--- config.mk ---
export PLATFORM = sky130hd
export DESIGN_NAME = serial_adder_ctrl_flat
export DESIGN_NICKNAME = d
export VERILOG_FILES = /design/src/rtl/serial_adder_pkg.sv /design/src/rtl/serial_adder_ctrl_if.sv /design/src/rtl/serial_adder_ctrl_full_adder.sv /design/src/rtl/serial_adder_ctrl.sv /design/src/flat_wrapper.sv
export SDC_FILE = /design/constraint.sdc
export NUM_CORES = 1
export LEC_CHECK = 0
export ABC_CLOCK_PERIOD_IN_PS = 1350
export BUFFER_PORTS_ARGS = -buffer_cell sky130_fd_sc_hd__buf_2
export CORE_UTILIZATION = 40
export CTS_CLUSTER_SIZE = 14
export DETAILED_ROUTE_END_ITERATION = 8
export SYNTH_ARGS = -nofsm -noshare
export SYNTH_HDL_FRONTEND = slang
export SYNTH_SLANG_ARGS = --single-unit
--- constraint.sdc ---
create_clock -name clk -period 1.35 [get_ports clk]
set_input_delay 0.3375 -clock clk [delete_from_list [all_inputs] [get_ports clk]]
set_output_delay 0.3375 -clock clk [all_outputs]
set_load 0.02 [all_outputs]
--- src/rtl/serial_adder_pkg.sv ---
// rtl/serial_adder_pkg.sv - shared types and constants for the bit-serial adder controller
//
// Purpose : state encoding, default operand width and counter sizing shared by
//           the interface, the controller and the bench.
// Ports   : none (package).
package serial_adder_pkg;

    localparam int DEFAULT_WIDTH = 8;
    localparam int CNT_W         = $clog2(DEFAULT_WIDTH);

    // Encoding 2'd3 is unused; the controller treats it as IDLE.
    typedef enum logic [1:0] {
        S_IDLE = 2'd0,
        S_RUN  = 2'd1,
        S_DONE = 2'd2
    } state_t;

    // Counter width for an arbitrary legal WIDTH (2..16); never narrower than 1 bit.
    function automatic int cnt_width(input int w);
        return (w < 2) ? 1 : $clog2(w);
    endfunction

endpackage

--- src/rtl/serial_adder_ctrl_if.sv ---
// rtl/serial_adder_ctrl_if.sv - start/busy/done handshake bundle for the serial adder
//
// Purpose : groups the host-side handshake, operands and result of serial_adder_ctrl.
// Signals : start, a, b, cin  (host -> adder)
//           busy, done, sum, cout (adder -> host)
// Modports: master = host side, slave = adder side.
interface serial_adder_ctrl_if
    import serial_adder_pkg::*;
#(
    parameter int WIDTH = DEFAULT_WIDTH
);

    logic             start;
    logic [WIDTH-1:0] a;
    logic [WIDTH-1:0] b;
    logic             cin;
    logic             busy;
    logic             done;
    logic [WIDTH-1:0] sum;
    logic             cout;

    modport master (
        output start, a, b, cin,
        input  busy, done, sum, cout
    );

    modport slave (
        input  start, a, b, cin,
        output busy, done, sum, cout
    );

endinterface

--- src/rtl/serial_adder_ctrl_full_adder.sv ---
// rtl/serial_adder_ctrl_full_adder.sv - one-bit full-adder datapath cell
//
// Purpose : purely combinational {co,s} = x + y + ci.
// Ports   : x, y, ci (in, 1 bit each); s, co (out, 1 bit each).
module full_adder (
    input  logic x,
    input  logic y,
    input  logic ci,
    output logic s,
    output logic co
);

    assign s  = x ^ y ^ ci;
    assign co = (x & y) | (ci & (x ^ y));

endmodule

--- src/rtl/serial_adder_ctrl.sv ---
// rtl/serial_adder_ctrl.sv - bit-serial addition controller driving a single full-adder cell
//
// Purpose : adds two WIDTH-bit operands plus carry-in one bit per clock, LSB first,
//           through one shared full_adder; reports the result with a done pulse.
// Ports   : clk   - clock, rising edge
//           reset - synchronous, active-high
//           bus   - serial_adder_ctrl_if.slave (start/a/b/cin in, busy/done/sum/cout out)
module serial_adder_ctrl
    import serial_adder_pkg::*;
#(
    parameter int WIDTH = DEFAULT_WIDTH
) (
    input  logic                 clk,
    input  logic                 reset,
    serial_adder_ctrl_if.slave   bus
);

    localparam int              CW       = cnt_width(WIDTH);
    localparam logic [CW-1:0]   CNT_LAST = CW'(WIDTH - 1);

    state_t             state;
    logic [WIDTH-1:0]   a_sr;
    logic [WIDTH-1:0]   b_sr;
    logic [WIDTH-1:0]   r_sr;
    logic               carry_q;
    logic [CW-1:0]      cnt;
    logic [WIDTH-1:0]   sum_q;
    logic               cout_q;
    logic               busy_q;
    logic               done_q;

    logic               fa_s;
    logic               fa_c;

    full_adder u_fa (
        .x  (a_sr[0]),
        .y  (b_sr[0]),
        .ci (carry_q),
        .s  (fa_s),
        .co (fa_c)
    );

    always_ff @(posedge clk) begin
        if (reset) begin
            state   <= S_IDLE;
            a_sr    <= '0;
            b_sr    <= '0;
            r_sr    <= '0;
            carry_q <= 1'b0;
            cnt     <= '0;
            sum_q   <= '0;
            cout_q  <= 1'b0;
            busy_q  <= 1'b0;
            done_q  <= 1'b0;
        end else begin
            case (state)
                // DONE accepts a new start exactly like IDLE so back-to-back
                // operation costs no extra cycle.
                S_IDLE, S_DONE: begin
                    done_q <= 1'b0;
                    if (bus.start) begin
                        a_sr    <= bus.a;
                        b_sr    <= bus.b;
                        carry_q <= bus.cin;
                        cnt     <= '0;
                        busy_q  <= 1'b1;
                        state   <= S_RUN;
                    end else begin
                        busy_q  <= 1'b0;
                        state   <= S_IDLE;
                    end
                end

                S_RUN: begin
                    a_sr    <= {1'b0, a_sr[WIDTH-1:1]};
                    b_sr    <= {1'b0, b_sr[WIDTH-1:1]};
                    r_sr    <= {fa_s, r_sr[WIDTH-1:1]};
                    carry_q <= fa_c;
                    cnt     <= cnt + CW'(1);
                    if (cnt == CNT_LAST) begin
                        // The last sum bit is still on the cell output, so the
                        // visible result takes it directly rather than from r_sr.
                        sum_q  <= {fa_s, r_sr[WIDTH-1:1]};
                        cout_q <= fa_c;
                        busy_q <= 1'b0;
                        done_q <= 1'b1;
                        state  <= S_DONE;
                    end
                end

                default: begin
                    busy_q <= 1'b0;
                    done_q <= 1'b0;
                    state  <= S_IDLE;
                end
            endcase
        end
    end

    assign bus.busy = busy_q;
    assign bus.done = done_q;
    assign bus.sum  = sum_q;
    assign bus.cout = cout_q;

endmodule

--- src/flat_wrapper.sv ---
// flat-port wrapper written by rule: the top's interface ports become plain ports
module serial_adder_ctrl_flat import serial_adder_pkg::*;
#(
    parameter int WIDTH = DEFAULT_WIDTH
)
  (clk, reset, bus_start, bus_a, bus_b, bus_cin, bus_busy, bus_done, bus_sum, bus_cout);
  serial_adder_ctrl_if #(.WIDTH(WIDTH)) bus_i ();
  input  logic clk;
  input  logic reset;
  input wire logic [$bits(bus_i.start)-1:0] bus_start;
  input wire logic [$bits(bus_i.a)-1:0] bus_a;
  input wire logic [$bits(bus_i.b)-1:0] bus_b;
  input wire logic [$bits(bus_i.cin)-1:0] bus_cin;
  output wire logic [$bits(bus_i.busy)-1:0] bus_busy;
  output wire logic [$bits(bus_i.done)-1:0] bus_done;
  output wire logic [$bits(bus_i.sum)-1:0] bus_sum;
  output wire logic [$bits(bus_i.cout)-1:0] bus_cout;
  assign bus_i.start = bus_start;
  assign bus_i.a = bus_a;
  assign bus_i.b = bus_b;
  assign bus_i.cin = bus_cin;
  assign bus_busy = bus_i.busy;
  assign bus_done = bus_i.done;
  assign bus_sum = bus_i.sum;
  assign bus_cout = bus_i.cout;
  serial_adder_ctrl #(.WIDTH(WIDTH)) u_core (.clk(clk), .reset(reset), .bus(bus_i));
endmodule
# == Word level (Yosys, flattened, before mapping) ==
# Index checks and enable logic that the tools add are counted.
# word_totals
elab_cells,42
reg_bits,41
output_inout_bits,11
in_bits,20
# classes
n_bitwise,6
reduce_logical,6
mux,14
n_addsub,1
n_eq_ne,5
# op_table
cell,n
8-bit case mux with 2 select lines,2
8-bit two-way mux,2
3-bit case mux with 2 select lines,1
1-bit two-way mux,4
1-bit case mux with 2 select lines,2
2-bit case mux with 2 select lines,1
2-bit AND reduction,2
2-bit OR reduction,2
3-bit by 1-bit adder with 3-bit output (second input constant),1
3-bit == test (second input constant),1
3-bit two-way mux,1
1-bit bitwise AND,2
2-bit by 1-bit == test with 1-bit output (second input constant),1
2-bit == test (second input constant),1
2-bit logical NOT,1
2-bit two-way mux,1
2-bit by 1-bit != test with 1-bit output (second input constant),1
2-bit != test (second input constant),1
2-bit nonzero test,1
1-bit XOR,2
1-bit inverter,1
1-bit OR,1

# == Logic depth before layout (Yosys ltp) ==
# logic_depth
word_depth,4
mapped_depth,5
depth_no_buf,5

# == Hierarchy ==
# Synthesis repeated with hierarchy kept, for this count alone.
# unflattened
cells_unflattened,191
area_unflattened_um2,1565.3
# modules_own_cells
mod,n_inst,area_each_um2,cells_each,seq_area_each_um2
serial_adder_ctrl,1,1545.2,190,780.7
full_adder,1,20.0,1,0.0

# == Least setup slack after synthesis ==
# No wires, ideal clock.
# synth_path
path_type,register to register
from,"register, netlist name u_core.bus.busy"
to,register u_core.b_sr[1]
period_less_slack_ns,1.200
path_stages_with_launch,6
required_time_ns,1.213
setup_slack_ns,0.150
setup_ns,0.137
t_arrival_ns,1.063
n_path_buf,2
path_cell_list,dfxtp_1 > and2b_1 > buf_4 > buf_6 > nor3_2 > nor3_2
# synth_rtl
element,line_no,source
end signal: assignment,serial_adder_ctrl.sv:63,b_sr <= bus.b;
end signal: assignment,serial_adder_ctrl.sv:76,"b_sr <= {1'b0, b_sr[WIDTH-1:1]};"
end: declaration,serial_adder_ctrl.sv:23,logic [WIDTH-1:0] b_sr;

# == Worst setup path in the final report ==
# layout_path
from,register u_core.cnt[0]
to,"register u_core.busy_q, in the netlist u_core.bus.busy"
# layout_between
elab_chain_cells,2
# layout_lines
element,line_no,source
start: declaration,serial_adder_ctrl.sv:26,logic [CW-1:0] cnt;
start signal: assignment,serial_adder_ctrl.sv:79,cnt <= cnt + CW'(1);
3-bit == test,serial_adder_ctrl.sv:80,if (cnt == CNT_LAST) begin
2-bit by 1-bit != test with 1-bit output (no line),--,
end signal: assignment,serial_adder_ctrl.sv:69,busy_q <= 1'b0;
end signal: assignment,serial_adder_ctrl.sv:85,busy_q <= 1'b0;
end signal: assignment,serial_adder_ctrl.sv:92,busy_q <= 1'b0;
end: declaration,serial_adder_ctrl.sv:29,logic busy_q;
# Every way passes these cells.
# A chain may end at the register's enable or synchronous reset.

==> results.py <==
metrics = {
    "timing": {
        "finClkSkew_ns": 0.003714,
        "fin_crit_sh_pct": 93.40,
        "slew_viol_final": 0,
        "worst_pin_slew_ns": 0.2239,
        "min_period_ns": 1.261,
        "fin_ws_ns": 0.08911,
        "setup_viol": 0,
        "fmaxAchievable_mhz": 793.1,
        "final_hold_viol_count": 0,
        "slew-limit-headroom_pct": 85.07,
        "finalSetupTns_ns": 0,
    },
    "synth": {
        "avgSynthCellArea_um2": 9.540,
        "synth_common_cells": "39 x dfxtp_1, 27 x nand2_1, 24 x nor3_2, 21 x a21oi_1, 15 x o22ai_1",
        "ys_seq_elements": 39,
        "synth_most_common_cell": "dfxtp_1",
        "ys_seq_area_share_pct": 46.50,
        "yosysWarnings": 0,
        "syn_area_um2": 1679,
        "synth.largest_area_cell": "dfxtp_1",
        "synth_flop_cell": "dfxtp_1",
        "synth_nets": 199,
        "async_flop_share_pct": 0,
        "syn_inst": 176,
        "ys_types": 21,
        "synth_area_leaders": "dfxtp_1 46%, nor3_2 14%, a21oi_1 6.3%, nand2_1 6.0%, o22ai_1 5.6%",
        "synth_edf_count": 0,
        "yosys.area.top_type_share_pct": 46.50,
    },
    "worst_setup_path": {
        "crit_chain": "ha_1 > ha_1 > buf_4 > o21a_1 > nor2_1",
        "cp_data_arrival_time_ns": 1.49,
        "start_kind": "flip-flop",
        "cpMostUsedCell": "ha_1",
        "critPathMaxStageDelay_ns": 0.32,
        "cp_slowest_cell": "dfxtp_1",
        "r2r_setup_slack_ns": 0.09,
        "endpoint_kind": "flip-flop",
        "path_class": "flip-flop to flip-flop",
        "required_ns": 1.58,
        "worst-path-max-fanout": 12,
    },
    "clock_network": {
        "clk_path_buf_depth": 2,
        "clkTransAtPathRegs_ns": 0.07,
        "cts-buffers-inserted": 5,
        "clock-sinks": 39,
        "cts-root-buf": "clkbuf_8",
        "cts_tree": "built",
        "clk_latency_ns": 0.29,
        "htree_levels": 2,
    },
    "floorplan": {
        "core_um2": 4029,
        "io-pin-count": 31,
        "die_w_um": 66.79,
        "die_y_um": 66.79,
        "dieArea_um2": 4461,
        "initial_core_util_pct": 41.68,
        "rows": 23,
    },
    "min_path": {
        "hp-class": "input port to flip-flop",
    },
    "drt": {
        "wl_per_cell_um": 13.93,
        "drt_iter0_drc": 65,
        "ant_nets": 0,
        "num_vias": 1365,
        "drt-total-wl_um": 3595,
        "drc": 0,
        "vias_per_cell": 5.291,
        "drt_pass1_iterations": 5,
    },
    "placement": {
        "place_congestion": 0.6633,
        "dpl.hpwl_um": 2336,
        "port_buffers": 30,
        "dp_slack_ns": 0.03215,
        "place_area_um2": 1897,
    },
    "global_routing": {
        "grt.total_usage_pct": 17.74,
        "grt_pass1_vias": 1271,
        "grt-ovfl-total": 0,
        "antenna_found_initial": 0,
        "grt_pass1_wl_um": 5782,
        "grt_max_degree": 40,
    },
    "power_and_ir_drop": {
        "seq_power_share_pct": 47.9,
        "p_leak_nw": 0.7680,
        "p_comb_share_pct": 13.9,
        "ir_worst_vdd_v": 0.0004781,
        "p_sw_w": 0.0006501,
        "p_sw_share_pct": 24.78,
        "power_frac_clock_pct": 38.2,
        "p_int_w": 0.001974,
        "finalPower_w": 0.002624,
        "powerDensity_nw_per_um2": 1293,
    },
    "layout": {
        "area_growth_pct": 20.86,
        "final_nets": 230,
        "postLayoutCoreUtil_pct": 50.37,
        "diodes": 0,
        "drive_above_1_share_pct": 38.46,
        "final_area_um2": 2029,
        "fillers": 394,
    },
    "outcome": {
        "status": "completed",
    },
    "job": {
        "max-cap-violations": 0,
    },
}
-- power groups by stage --
stage | sequential [W] | combinational (W) | clock, W
global placement | 0.00128 | 0.000353 | 0
CTS | 0.00126 | 0.000370 | 0.00102
global route | 0.00126 | 0.000399 | 0.00108
finish | 0.00126 | 0.000365 | 0.00100
floorplan | 0.00127 | 0.000271 | 0
detailed placement | 0.00128 | 0.000368 | 0
-- final cells by class --
cell class | count | area [um2] | area share, %
Multi-Input combinational cell | 121 | 793.3 | 39.09
Sequential cell | 39 | 780.7 | 38.47
Timing Repair Buffer | 40 | 275.3 | 13.56
Clock buffer | 6 | 82.58 | 4.069
Tap cell | 50 | 62.56 | 3.083
Clock inverter | 2 | 35.03 | 1.726
-- worst max-delay path: cells and delay by family (launching register included) --
| kind | cells | cell delay, ns |
|---|---|---|
| adders and majority gates | 2 | 0.40 |
| DFF | 1 | 0.32 |
| AOI/OAI and AO/OA | 1 | 0.20 |
| and+or+nand+nor | 1 | 0.08 |
| buffers and inverters | 1 | 0.20 |
-- final timing paths --
check / depth (start not counted) / to / startpoint
worst max register to register: 5 / u_core.bus.busy / u_core.cnt[0]
worst min-delay path: 3 / u_core.b_sr[7] / bus_b[7]
worst max-delay path: 5 / u_core.bus.busy / u_core.cnt[0]
worst min register to register: 2 / u_core.bus.sum[1] / u_core.bus.sum[1]
-- metal layers --
layer | track usage (%) | part of all wire, % | vias to the layer above
li1 | - | - | 678
met1 | 20.74 | 44 | 654
met2 | 30.05 | 51 | 31
met3 | 5.137 | 4.5 | 2
met4 | 7.181 | 0.64 | 0
met5 | 0 | 0 | -
-- cell families (layout without fill, tap and decap cells) --
logic type | count (synthesis) | in the layout | share of synthesized area, %
AOI/OAI and AO/OA | 37 | 37 | 12.30
adders and majority gates | 3 | 3 | 2.682
buffers and inverters | 16 | 48 | 6.259
DFF | 39 | 39 | 46.50
and+or+nand+nor | 81 | 81 | 32.27
-- flip-flops by register name, indices dropped and copies added, names as in the netlist --
name,cells
u_core.bus.busy,1
u_core.r_sr,7
u_core.b_sr,8
u_core.state,1
u_core.bus.sum,8
u_core.bus.cout,1
u_core.carry_q,1
u_core.bus.done,1
u_core.cnt,3
u_core.a_sr,8
-- cell usage in the layout (no fill, tap or decap), drive strengths merged, types with 2 or more instances in the layout --
cell type / netlist / layout
buf: 13 / 40
clkbuf: 3 / 6
nor2: 2 / 2
ha: 2 / 2
a21oi: 21 / 21
nor3: 31 / 31
o22ai: 15 / 15
dfxtp: 39 / 39
nand2: 27 / 27
nand3: 14 / 14
nand2b: 3 / 3
-- metrics by stage --
step,instances,hold WS (ns)
6_report,258,0.2913
5_1_grt,258,0.2916
4_1_cts,256,0.2891
3_5_place_dp,248,0.4469
3_3_place_gp,248,0.4436
2_1_floorplan,176,0.4395
-- timing repair --
item	in CTS	in global routing
setup endpoints to repair	0	9
gates resized for setup	0	0
hold buffers	0	0
setup buffers	0	2
(Power assumes the default switching activity.)
